### config.mk
export PLATFORM = sky130hd
export DESIGN_NAME = ddrx_edge_window_mon
export DESIGN_NICKNAME = d
export VERILOG_FILES = /design/src/rtl/ddrx_mon_pkg.sv /design/src/rtl/ddrx_edge_window_ch.sv /design/src/rtl/ddrx_edge_window_mon.sv
export SDC_FILE = /design/constraint.sdc
export NUM_CORES = 1
export LEC_CHECK = 0
export CORE_ASPECT_RATIO = 0.8
export CORE_UTILIZATION = 50
export CTS_BUF_LIST = sky130_fd_sc_hd__clkbuf_16
export CTS_CLUSTER_DIAMETER = 60
export DETAILED_ROUTE_END_ITERATION = 12
export PLACE_DENSITY = 0.73
export SLEW_MARGIN = 25
export SYNTH_ARGS = -nofsm -noshare
export SYNTH_HDL_FRONTEND = slang
export SYNTH_SLANG_ARGS = --single-unit
### constraint.sdc
create_clock -name ck -period 17.65 [get_ports ck]
set_clock_uncertainty 0.2 [all_clocks]
set_input_delay 3.53 -clock ck [delete_from_list [all_inputs] [get_ports ck]]
set_output_delay 3.53 -clock ck [all_outputs]
set_load 0.02 [all_outputs]
### src/rtl/ddrx_mon_pkg.sv
// Shared types and helpers for the DDR edge-window monitor.
package ddrx_mon_pkg;

  typedef enum logic {
    ST_IDLE  = 1'b0,
    ST_ARMED = 1'b1
  } lane_state_t;

  // All-ones value of a w-bit field; marks a lane that never saw its edge.
  function automatic logic [31:0] sentinel(input int w);
    logic [31:0] v;
    v = '0;
    for (int i = 0; i < 32; i++) begin
      if (i < w) v[i] = 1'b1;
    end
    return v;
  endfunction

endpackage

### src/rtl/ddrx_edge_window_ch.sv
// One monitored lane: measures cycles from a reference edge to the lane edge
// and classifies the delay against the inclusive [win_min, win_max] window.
module ddrx_edge_window_ch
  import ddrx_mon_pkg::*;
#(
  parameter int CNT_W = 8
) (
  input  logic             i_ck,
  input  logic             i_rst_n,
  input  logic             i_en,
  input  logic             i_cfg_err,
  input  logic             i_ref_edge,
  input  logic             i_sig_edge,
  input  logic [CNT_W-1:0] i_win_min,
  input  logic [CNT_W-1:0] i_win_max,
  output logic             o_early,
  output logic             o_late,
  output logic             o_meas_valid,
  output logic [CNT_W-1:0] o_last_delay,
  output lane_state_t      o_state
);

  localparam logic [CNT_W-1:0] SENT = CNT_W'(sentinel(CNT_W));

  lane_state_t      r_state;
  lane_state_t      w_state_nxt;
  logic [CNT_W-1:0] r_cnt;
  logic [CNT_W-1:0] w_cnt_nxt;
  logic [CNT_W-1:0] w_delay;
  logic             w_done;
  logic             w_abort;

  // w_done: a real delay was measured. w_abort: the lane gave up late
  // (timeout, or a new reference edge arrived first) and reports the sentinel.
  always_comb begin
    w_state_nxt = r_state;
    w_cnt_nxt   = r_cnt;
    w_delay     = r_cnt;
    w_done      = 1'b0;
    w_abort     = 1'b0;
    if (!i_en) begin
      w_state_nxt = ST_IDLE;
      w_cnt_nxt   = '0;
    end else begin
      case (r_state)
        ST_IDLE: begin
          if (i_ref_edge && !i_cfg_err) begin
            if (i_sig_edge) begin
              w_done  = 1'b1;
              w_delay = '0;
            end else begin
              w_state_nxt = ST_ARMED;
              w_cnt_nxt   = CNT_W'(1);
            end
          end
        end
        ST_ARMED: begin
          if (i_sig_edge || i_ref_edge) begin
            w_done  = i_sig_edge;
            w_abort = !i_sig_edge;
            if (i_ref_edge && !i_cfg_err) begin
              w_state_nxt = ST_ARMED;
              w_cnt_nxt   = CNT_W'(1);
            end else begin
              w_state_nxt = ST_IDLE;
              w_cnt_nxt   = '0;
            end
          end else if (r_cnt == i_win_max) begin
            w_abort     = 1'b1;
            w_state_nxt = ST_IDLE;
            w_cnt_nxt   = '0;
          end else begin
            w_cnt_nxt = r_cnt + 1'b1;
          end
        end
        default: begin
          w_state_nxt = ST_IDLE;
          w_cnt_nxt   = '0;
        end
      endcase
    end
  end

  // Violations are decided this cycle so the top can register them together
  // with meas_valid.
  assign o_early = w_done && (w_delay < i_win_min);
  assign o_late  = w_abort || (w_done && (w_delay > i_win_max));
  assign o_state = r_state;

  always_ff @(posedge i_ck or negedge i_rst_n) begin
    if (!i_rst_n) begin
      r_state      <= ST_IDLE;
      r_cnt        <= '0;
      o_meas_valid <= 1'b0;
      o_last_delay <= '0;
    end else begin
      r_state      <= w_state_nxt;
      r_cnt        <= w_cnt_nxt;
      o_meas_valid <= w_done || w_abort;
      if (w_done) begin
        o_last_delay <= w_delay;
      end else if (w_abort) begin
        o_last_delay <= SENT;
      end
    end
  end

endmodule

### src/rtl/ddrx_edge_window_mon.sv
// Multi-lane DDR edge-window monitor: per-lane delay measurement plus shared
// window check, sticky violation flags and a saturating violation counter.
module ddrx_edge_window_mon
  import ddrx_mon_pkg::*;
#(
  parameter int NUM_CH = 8,
  parameter int CNT_W  = 8,
  parameter int VIOL_W = 16
) (
  input  logic                    ck,
  input  logic                    rst_n,
  input  logic                    en,
  input  logic                    clr,
  input  logic                    ref_edge,
  input  logic [NUM_CH-1:0]       sig_edge,
  input  logic [CNT_W-1:0]        win_min,
  input  logic [CNT_W-1:0]        win_max,
  output logic [NUM_CH-1:0]       meas_valid,
  output logic [NUM_CH*CNT_W-1:0] last_delay,
  output logic [NUM_CH-1:0]       viol_early,
  output logic [NUM_CH-1:0]       viol_late,
  output logic [VIOL_W-1:0]       viol_cnt,
  output logic                    cfg_err,
  output logic [NUM_CH-1:0]       dbg_lane_armed
);

  localparam int               PW   = $clog2(NUM_CH + 1);
  localparam logic [CNT_W-1:0] SENT = CNT_W'(sentinel(CNT_W));

  logic                r_cfg_err;
  logic [NUM_CH-1:0]   r_viol_early;
  logic [NUM_CH-1:0]   r_viol_late;
  logic [VIOL_W-1:0]   r_viol_cnt;
  logic [NUM_CH-1:0]   w_early;
  logic [NUM_CH-1:0]   w_late;
  logic [PW-1:0]       w_pop;
  logic [VIOL_W:0]     w_sum;
  logic [VIOL_W-1:0]   w_cnt_nxt;

  for (genvar g = 0; g < NUM_CH; g++) begin : g_lane
    lane_state_t w_state;
    ddrx_edge_window_ch #(.CNT_W(CNT_W)) u_ch (
      .i_ck         (ck),
      .i_rst_n      (rst_n),
      .i_en         (en),
      .i_cfg_err    (r_cfg_err),
      .i_ref_edge   (ref_edge),
      .i_sig_edge   (sig_edge[g]),
      .i_win_min    (win_min),
      .i_win_max    (win_max),
      .o_early      (w_early[g]),
      .o_late       (w_late[g]),
      .o_meas_valid (meas_valid[g]),
      .o_last_delay (last_delay[g*CNT_W +: CNT_W]),
      .o_state      (w_state)
    );
    assign dbg_lane_armed[g] = (w_state == ST_ARMED);
  end

  always_comb begin
    w_pop = '0;
    for (int i = 0; i < NUM_CH; i++) begin
      w_pop = w_pop + PW'(w_early[i] | w_late[i]);
    end
    w_sum     = {1'b0, r_viol_cnt} + (VIOL_W+1)'(w_pop);
    w_cnt_nxt = w_sum[VIOL_W] ? '1 : w_sum[VIOL_W-1:0];
  end

  // Clear takes priority over violations landing in the same cycle.
  always_ff @(posedge ck or negedge rst_n) begin
    if (!rst_n) begin
      r_cfg_err    <= 1'b0;
      r_viol_early <= '0;
      r_viol_late  <= '0;
      r_viol_cnt   <= '0;
    end else begin
      r_cfg_err <= (win_min > win_max) || (win_max == SENT);
      if (clr) begin
        r_viol_early <= '0;
        r_viol_late  <= '0;
        r_viol_cnt   <= '0;
      end else begin
        r_viol_early <= r_viol_early | w_early;
        r_viol_late  <= r_viol_late | w_late;
        r_viol_cnt   <= w_cnt_nxt;
      end
    end
  end

  assign cfg_err    = r_cfg_err;
  assign viol_early = r_viol_early;
  assign viol_late  = r_viol_late;
  assign viol_cnt   = r_viol_cnt;

endmodule

==> results.cfg, run 1 <==
[timing]
finalSetupTns_ns = 0
rsz0062_at_grt = false
maxClockFrequency_mhz = 92.5
setup_viol = 0
slew_violations = 0
hold_violations = 0
tightest_slew_ns = 0.974
timing.slew.headroom = 0.349
period_needed_ns = 10.81
min_period_over_period = 0.612

[placement]
place_congestion = 0.917
port_buffers = 141
dp_hpwl_mm = 25.6

[clock_tree]
cts.sinks = 177
clock_tree.root_cell = clkbuf_16
clock_path_buffers = 2
worst_skew_pair.late_latency_ns = 0.44
postCtsSetupRepairBufs = 0
htree_levels = 4
cts_tree = built
cts-resized-gates = 0
path_clk_slew_ns = 0.07
hold_buffers = 0
cts_made_buffers = 17

[min_path]
hp-class = reg2reg

[floorplan]
io_pins = 142
row_count = 52
die_h_um = 146
die_area_mm2 = 0.0264
floorplan.initialDensity = 0.509
die_w_um = 181
core_mm2 = 0.0253

[setup_path]
cp_max_fo = 33
critPathKind = in2reg
start_kind = input port
arrival_ns = 10.96
critPathCaptureType = flop
cp.required_ns = 17.80

[logic_synthesis]
synthTopCellsByCount = 177 x dfrtp_1, 142 x ha_1, 120 x nand2_1
synth_top_area_share = 0.344
synth_edf_count = 0
yosys.area.top_type = dfrtp_1
synth.most_common_cell = dfrtp_1
ys_async_sr_fraction = 1.00
yosys_warnings = 0
postSynthCellCount = 1419
yosys-top-cells-area = dfrtp_1 34%, ha_1 14%, xor2_1 5.0%
syn_area_mm2 = 0.0129
synth.net_count = 1595
ys_ff_latch = 177
ys_seq_area_frac = 0.344
ys_types = 61
syn_avg_cell_area_um2 = 9.07
synth_top_flop_cell = dfrtp_1

[routing]
drt-initial-drc-count = 1173
dr.pass1.iters = 8
via_per_inst = 6.16
finalWirelength_mm = 37.3
vias = 11400
drc = 0
antenna_left = 0
wl_per_cell_um = 20.2

[pwr]
irDropWorstVdd_mv = 0.0712
p_per_area_mw_per_mm2 = 81.0
switching_share = 0.329
combinationalPowerShare = 0.285
power_switching_w = 0.000400
pwr-share-clk = 0.312
p_leak_nw = 7.64
p_total_w = 0.00121
pwr-share-seq = 0.403
p_int_w = 0.000814

[run]
drv_cap = 0

[outcome]
status = complete, no violations

[grt]
antenna_found_initial = 1
gr-total-overflow = 0
grt_max_degree = 110
grt_usage = 0.283
grt_first_pass_wirelength_mm = 58.4
grt_pass1_vias = 10800

[finish]
multiInputGateArea_mm2 = 0.00771
final_nets = 1683
drive_gt1_frac = 0.0474
ff_latch_area_mm2 = 0.00443
fillers = 2143
syn2layout_area_growth_pct = 16.4
==> registers in the layout, indices dropped and copies added, names as in the netlist <==
signal and cells:
cfg_err 1, g_lane.u_ch.o_last_delay 64, g_lane.u_ch.o_meas_valid 8, g_lane.u_ch.o_state 8
g_lane.u_ch.r_cnt 64, viol_cnt 16, viol_early 8, viol_late 8
==> placed cells by master, fill, tap and decap left out, types with 9 or more instances in the layout <==
cell / n
a2bb2oi_1: 21
nand2_1: 120
clkdlybuf4s50_1: 139
ha_1: 142
nand2b_1: 13
o22ai_1: 9
clkbuf_16: 17
inv_1: 87
dfrtp_1: 177
xor2_1: 74
buf_4: 17
o211a_1: 15
nor3b_1: 9
a31oi_1: 16
nor2_1: 104
a21oi_1: 100
nand4_1: 25
o21ai_0: 26
nor4_1: 16
and2_1: 23
mux2i_1: 35
a22o_1: 16
and3_1: 53
nand3_1: 52
nor2b_1: 12
a22oi_1: 51
a21o_1: 33
==> kinds of logic after synthesis <==
logic type	Yosys count	share of synthesized area
simple gates	456	0.179
compound gates	344	0.186
buf+inv	178	0.0623
flops	177	0.344
fa+ha+maj	147	0.146
xor+xnor	82	0.0558
mux	35	0.0272
==> final timing paths <==
kind | startpoint | end | slack, ns | cells past startpoint
setup reg to reg | cfg_err$_DFF_PN0_ | viol_cnt[15]$_DFF_PN0_ | 10.25 | 21
max in group asynchronous | rst_n | g_lane[4].u_ch.r_cnt[7]$_DFFE_PN0P_ | 13.03 | 2
min in group asynchronous | rst_n | viol_cnt[7]$_DFF_PN0_ | 3.00 | 1
hold / removal | viol_early[0]$_DFF_PN0_ | viol_early[0]$_DFF_PN0_ | 0.31 | 2
setup / recovery | ref_edge | viol_cnt[15]$_DFF_PN0_ | 6.84 | 23
hold reg to reg | viol_early[0]$_DFF_PN0_ | viol_early[0]$_DFF_PN0_ | 0.31 | 2
==> power by group through the flow <==
stage	Combinational (W)	Clock, W	Sequential (W)
final	0.000345	0.000379	0.000489
after global routing	0.000372	0.000400	0.000495
after CTS	0.000344	0.000383	0.000489
after detailed placement	0.000341	0	0.000496
after global placement	0.000335	0	0.000496
after floorplan	0.000138	0	0.000544
==> routing by layer <==
metal,track usage,wire [um]
met2,0.429,16300
met5,0,0
met3,0.0598,3080
met4,0.111,1420
met1,0.395,16500
==> critical path, cell delays in order <==
cell and delay [ns]:
clkdlybuf4s50_1 0.45, buf_4 0.34, nand2b_4 0.30, or3_1 0.56
and2_1 0.25, ha_1 0.31, a21o_1 0.18, a21oi_1 0.13
a21boi_0 0.09, o311ai_0 0.50, nand3_1 0.27, fa_1 0.58
fa_1 0.58, inv_1 0.07, fa_1 0.50, fa_1 0.45
inv_1 0.08, fa_1 0.21, a21o_1 0.13, a21oi_1 0.15
or4b_1 0.82, and4_1 0.32, nor3_1 0.14
==> through the flow <==
step	hold slack (ns)	instance area, um2	cells	worst slack, ns	utilization
finish	0.315	15000	1844	6.84	0.592
global route	0.344	15000	1844	6.46	0.592
CTS	0.316	14900	1843	6.98	0.590
detailed placement	0.305	14400	1812	6.54	0.568
global placement	0.306	14400	1812	6.81	0.567
floorplan	0.294	12900	1419	8.41	-
==> cell type report <==
class / instances / area share
diodes: 1 / 0.000167
clock buffers: 17 / 0.0284
clock inverters: 14 / 0.00927
inverters: 88 / 0.0220
multi-input cells: 1064 / 0.514
flip-flops and latches: 177 / 0.296
well taps: 324 / 0.0270
repair buffers: 159 / 0.103
No activity file was read; power rests on OpenSTA's default activity.
==> run 2, diff against run 1 <==
==> constraint.sdc (replaced) <==
create_clock -name ck -period 11.1 [get_ports ck]
set_clock_uncertainty 0.2 [all_clocks]
set_input_delay 2.22 -clock ck [delete_from_list [all_inputs] [get_ports ck]]
set_output_delay 2.22 -clock ck [all_outputs]
set_load 0.02 [all_outputs]
==> run 2 against run 1 <==
Compared with the run above: die area unchanged; count of clock-buffer cells in the layout unchanged; non-clock buffer count decreased by 4; cell area increased by 0.23%; utilization increased by 0.13 points; worst hold slack improved by 0.0093 ns; combinational power increased by 57%; largest cell class unchanged; largest power group unchanged; highest routed layer unchanged.
==> results.cfg, run 2 (synthesis results as in run 1) <==
[timing]
tightest_slew_ns = 1.04
timing.slew.headroom = 0.305
maxClockFrequency_mhz = 112
finalSetupTns_ns = 0
min_period_over_period = 0.805
period_needed_ns = 8.94
slew_violations = 0
hold_violations = 0
setup_viol = 0
rsz0062_at_grt = false

[floorplan]
floorplan.initialDensity = 0.509
die_area_mm2 = 0.0264
die_w_um = 181
row_count = 52
core_mm2 = 0.0253
die_h_um = 146
io_pins = 142

[routing]
via_per_inst = 6.13
vias = 11300
drc = 0
wl_per_cell_um = 20.1
dr.max_layer_used = met4
drt-initial-drc-count = 1060
dr.pass1.iters = 5
antenna_left = 0
finalWirelength_mm = 37.0
wl_met2_mm = 16.6
wirelength_met1_mm = 16.3
routed-wl-met3_mm = 2.80

[pwr]
p_per_area_mw_per_mm2 = 132
irDropWorstVdd_mv = 0.122
p_leak_nw = 7.66

[setup_path]
critPathSlowestCell = or4b_1
cp_max_fo = 17
cp_cell_sequence = clkdlybuf4s50_1, buf_4, and2b_1, nand4b_2, nand2_1, inv_1, ha_1, a21o_1, a22oi_1, nand3_1, nand4_1, nand3_1, fa_1, fa_1, inv_1, fa_1, fa_1, inv_1, fa_1, a21o_1, a21oi_1, or4b_1, and4_1, nor3_1
arrival_ns = 9.10
worst_path_dominant_cell_family = simple AND/OR/NAND/NOR gates
critPathCaptureType = flop
cp.required_ns = 11.27
critical-path-max-stage-delay_ns = 0.80
path_buf_inv = 5
critPathKind = in2reg
worst_path_most_repeated_cell = fa_1
start_kind = input port

[finish]
final_common_cell = dfrtp_1
final_cell_mix = 177 x dfrtp_1, 142 x ha_1, 139 x clkdlybuf4s50_1, 120 x nand2_1, 104 x nor2_1
multiInputGateArea_mm2 = 0.00771
stdcell_count = 1841
syn2layout_area_growth_pct = 16.7
fillers = 2193
drive_gt1_frac = 0.0462
final_nets = 1679
ff_latch_area_mm2 = 0.00443

[clock_tree]
clock_path_buffers = 2
cts_tree = built
path_clk_slew_ns = 0.07
clock_tree.root_cell = clkbuf_16
cts.sinks = 177
postCtsSetupRepairBufs = 0
hold_buffers = 0
cts-resized-gates = 0
cts_made_buffers = 17
htree_levels = 4
worst_skew_pair.late_latency_ns = 0.46

[grt]
grt_usage = 0.284
grt_pass1_vias = 10800
antenna_found_initial = 1
gr-total-overflow = 0
grt_first_pass_wirelength_mm = 58.4
grt_max_degree = 74

[placement]
port_buffers = 141
place_congestion = 0.922
dp.cells = 1808
dp_hpwl_mm = 25.7

[min_path]
hp-class = reg2reg

[outcome]
status = complete, no violations

[run]
drv_cap = 0
==> run 2: worst paths after layout <==
path                                               from                                   to  slack [ns]  cells past startpoint
worst max register to register        cfg_err$_DFF_PN0_               viol_cnt[15]$_DFF_PN0_        3.89                     21
worst max-delay path                           ref_edge               viol_cnt[15]$_DFF_PN0_        2.16                     24
worst min register to register  viol_early[5]$_DFF_PN0_              viol_early[5]$_DFF_PN0_        0.32                      2
max in group asynchronous                         rst_n  g_lane[3].u_ch.r_cnt[3]$_DFFE_PN0P_        7.42                      3
worst min-delay path            viol_early[5]$_DFF_PN0_              viol_early[5]$_DFF_PN0_        0.32                      2
min in group asynchronous                         rst_n                viol_cnt[7]$_DFF_PN0_        1.46                      1
==> run 2: metrics by stage <==
stage	utilization	setup slack [ns]	hold WS (ns)	total power, W	instance area [um2]
after floorplan	-	3.17	0.294	0.00108	12900
after global placement	0.566	1.88	0.307	0.00132	14300
after detailed placement	0.567	1.75	0.307	0.00133	14400
after CTS	0.592	2.20	0.322	0.00200	15000
after global routing	0.593	1.72	0.350	0.00208	15000
final	0.593	2.16	0.324	0.00199	15000
==> run 2: final cells by class <==
class | instances | area share
multi-input cells | 1064 | 0.513
flip-flops and latches | 177 | 0.295
repair buffers | 155 | 0.101
clock buffers | 17 | 0.0283
well taps | 324 | 0.0270
inverters | 88 | 0.0220
clock inverters | 15 | 0.0137
diodes | 1 | 0.000167
==> run 2: layer usage <==
metal | global-route usage | vias up
li1 | - | 5270
met1 | 0.389 | 5474
met2 | 0.441 | 456
met3 | 0.0566 | 87
met4 | 0.116 | 0
met5 | 0 | -
==> run 2: worst register-to-register path: cells and delay by family, from the launching register on <==
| kind | cells | cell delay [ns] |
|---|---|---|
| compound gates | 6 | 1.03 |
| fa+ha+maj | 6 | 2.54 |
| buf+inv | 2 | 0.14 |
| flops | 1 | 0.48 |
| simple gates | 7 | 2.71 |
==> run 2: report_power, final <==
| part | switching (W) | leakage [nW] | internal (W) | total, W |
|---|---|---|---|---|
| combinational | 0.000302 | 5.04 | 0.000241 | 0.000543 |
| sequential | 0.0000574 | 2.32 | 0.000722 | 0.000779 |
| clock | 0.000288 | 0.308 | 0.000380 | 0.000668 |
| total | 0.000647 | 7.66 | 0.00134 | 0.00199 |
==> run 3, diff against run 2 <==
==> constraint.sdc (replaced) <==
create_clock -name ck -period 8.4 [get_ports ck]
set_clock_uncertainty 0.2 [all_clocks]
set_input_delay 1.68 -clock ck [delete_from_list [all_inputs] [get_ports ck]]
set_output_delay 1.68 -clock ck [all_outputs]
set_load 0.02 [all_outputs]
==> run 3 against run 2 <==
Compared with the run above: setup slack lost 1.6 ns; worst hold slack got worse by 0.0080 ns; clock power up 18%; global-route usage is 0.60 points higher; flip-flop and latch count unchanged; largest power group unchanged; sequential share of layout area fell by 0.20 points; count of clock-buffer cells in the layout unchanged.
==> results.cfg, run 3 (synthesis results as in run 1) <==
[setup_path]
worst_path_most_repeated_cell = fa_1
start_kind = input port
cp_max_fo = 12
critPathKind = in2reg
arrival_ns = 8.02
critPathSlowestCell = clkdlybuf4s50_1
reg2reg_setup_slack_ns = 1.76
cp_cell_sequence = clkdlybuf4s50_1, nand2b_4, or3_1, and2_1, ha_1, a21o_1, a21oi_1, a21boi_0, o311ai_0, buf_4, nand3_1, fa_1, fa_1, inv_1, fa_1, fa_1, inv_1, fa_1, a21o_1, a21oi_1, or4b_1, buf_4, a21oi_1
reg2reg_to = viol_cnt[1]$_DFF_PN0_
reg2reg_depth = 22
cp.required_ns = 8.56
rr_startpoint = cfg_err$_DFF_PN0_
critPathCaptureType = flop
critical-path-max-stage-delay_ns = 0.58

[floorplan]
die_w_um = 181
die_h_um = 146
row_count = 52
die_area_mm2 = 0.0264
core_mm2 = 0.0253
io_pins = 142
floorplan.initialDensity = 0.509

[clock_tree]
cts_made_buffers = 17
hold_buffers = 0
cts-resized-gates = 0
worst_skew_pair.late_latency_ns = 0.44
path_clk_slew_ns = 0.07
cts.sinks = 177
htree_levels = 4
cts_tree = built
postCtsSetupRepairBufs = 0
clock_tree.root_cell = clkbuf_16
clock_path_buffers = 2

[routing]
wl_per_cell_um = 20.4
finalWirelength_mm = 38.0
antenna_left = 0
drc = 0
vias = 11500
dr.pass1.iters = 6
via_per_inst = 6.18
drt-initial-drc-count = 1185

[timing]
setup_slack_ns = 0.535
period_needed_ns = 7.87
maxClockFrequency_mhz = 127
rsz0062_at_grt = false
finalSetupTns_ns = 0
hold_ws_ns = 0.316
setup_viol = 0
hold_violations = 0
timing.slew.headroom = 0.397
slew_violations = 0
min_period_over_period = 0.936
tightest_slew_ns = 0.903

[finish]
final_cell_mix = 177 x dfrtp_1, 142 x ha_1, 139 x clkdlybuf4s50_1, 120 x nand2_1, 104 x nor2_1
syn2layout_area_growth_pct = 17.5
final_common_cell = dfrtp_1
drive_gt1_frac = 0.0586
fin_area_mm2 = 0.0151
fin_util = 0.597
final_nets = 1700

[grt]
antenna_found_initial = 2
grt_first_pass_wirelength_mm = 60.0
gr-total-overflow = 0
grt_usage = 0.290
grt_pass1_vias = 11000
grt_max_degree = 103

[placement]
placed_area_mm2 = 0.0145
port_buffers = 141
post-place-ws_ns = 0.175
place_congestion = 0.934
dp_hpwl_mm = 27.3

[pwr]
irDropWorstVdd_mv = 0.139
pwr-share-clk = 0.309
p_per_area_mw_per_mm2 = 169
p_int_w = 0.00169
pwr-share-seq = 0.404
power_switching_w = 0.000862
switching_share = 0.338
combinationalPowerShare = 0.287
p_leak_nw = 7.72

[min_path]
hp-class = reg2reg
hold_start = viol_early[1]$_DFF_PN0_
min_path_cells = 1
whs_endpoint = viol_early[1]$_DFF_PN0_

[outcome]
status = complete, no violations

[run]
drv_cap = 0
## run 3: cell type report
class,instances,area (um2)
antenna,1,2.50
clock buffer,17,425
clock inverter,15,134
fill,2180,10200
inverter,88,330
multi-input combinational,1064,7710
sequential,177,4430
tap,324,405
timing repair buffer,176,1690
## run 3: power by group through the flow
| stage | clock network (W) | logic [W] | registers [W] |
|---|---|---|---|
| 6_report | 0.000790 | 0.000732 | 0.00103 |
| 5_1_grt | 0.000835 | 0.000790 | 0.00104 |
| 4_1_cts | 0.000798 | 0.000730 | 0.00103 |
| 3_5_place_dp | 0 | 0.000725 | 0.00105 |
| 3_3_place_gp | 0 | 0.000713 | 0.00104 |
| 2_1_floorplan | 0 | 0.000289 | 0.00114 |
## run 3: per-layer routing
metal  track usage  share of wire  up-vias
li1              -              -     5324
met1         0.413           0.45     5591
met2         0.434           0.44      499
met3        0.0596          0.080       94
met4         0.107          0.033        0
met5             0              0        -
## run 3: through the flow
| step | total power [W] | instances |
|---|---|---|
| 5_1_grt | 0.00267 | 1862 |
| 3_5_place_dp | 0.00177 | 1829 |
| 6_report | 0.00255 | 1862 |
| 3_3_place_gp | 0.00176 | 1829 |
| 4_1_cts | 0.00256 | 1861 |
| 2_1_floorplan | 0.00143 | 1419 |
## run 3: worst max path at each step
stage	from	slack (ns)	cells past startpoint	to
finish	ref_edge	0.53	23	viol_cnt[1]$_DFF_PN0_
global route	sig_edge[6]	0.21	24	viol_cnt[14]$_DFF_PN0_
CTS	ref_edge	0.60	23	viol_cnt[1]$_DFF_PN0_
detailed placement	ref_edge	0.17	24	viol_cnt[14]$_DFF_PN0_
global placement	ref_edge	0.30	23	viol_cnt[0]$_DFF_PN0_
floorplan	ref_edge	1.01	23	viol_cnt[10]$_DFF_PN0_
## run 3: worst max-delay path, delay by kind of cell
family,cells,cell delay [ns]
buffers and inverters,5,1.11
adders and majority gates,6,2.56
and+or+nand+nor,5,1.54
AOI/OAI and AO/OA,7,1.12
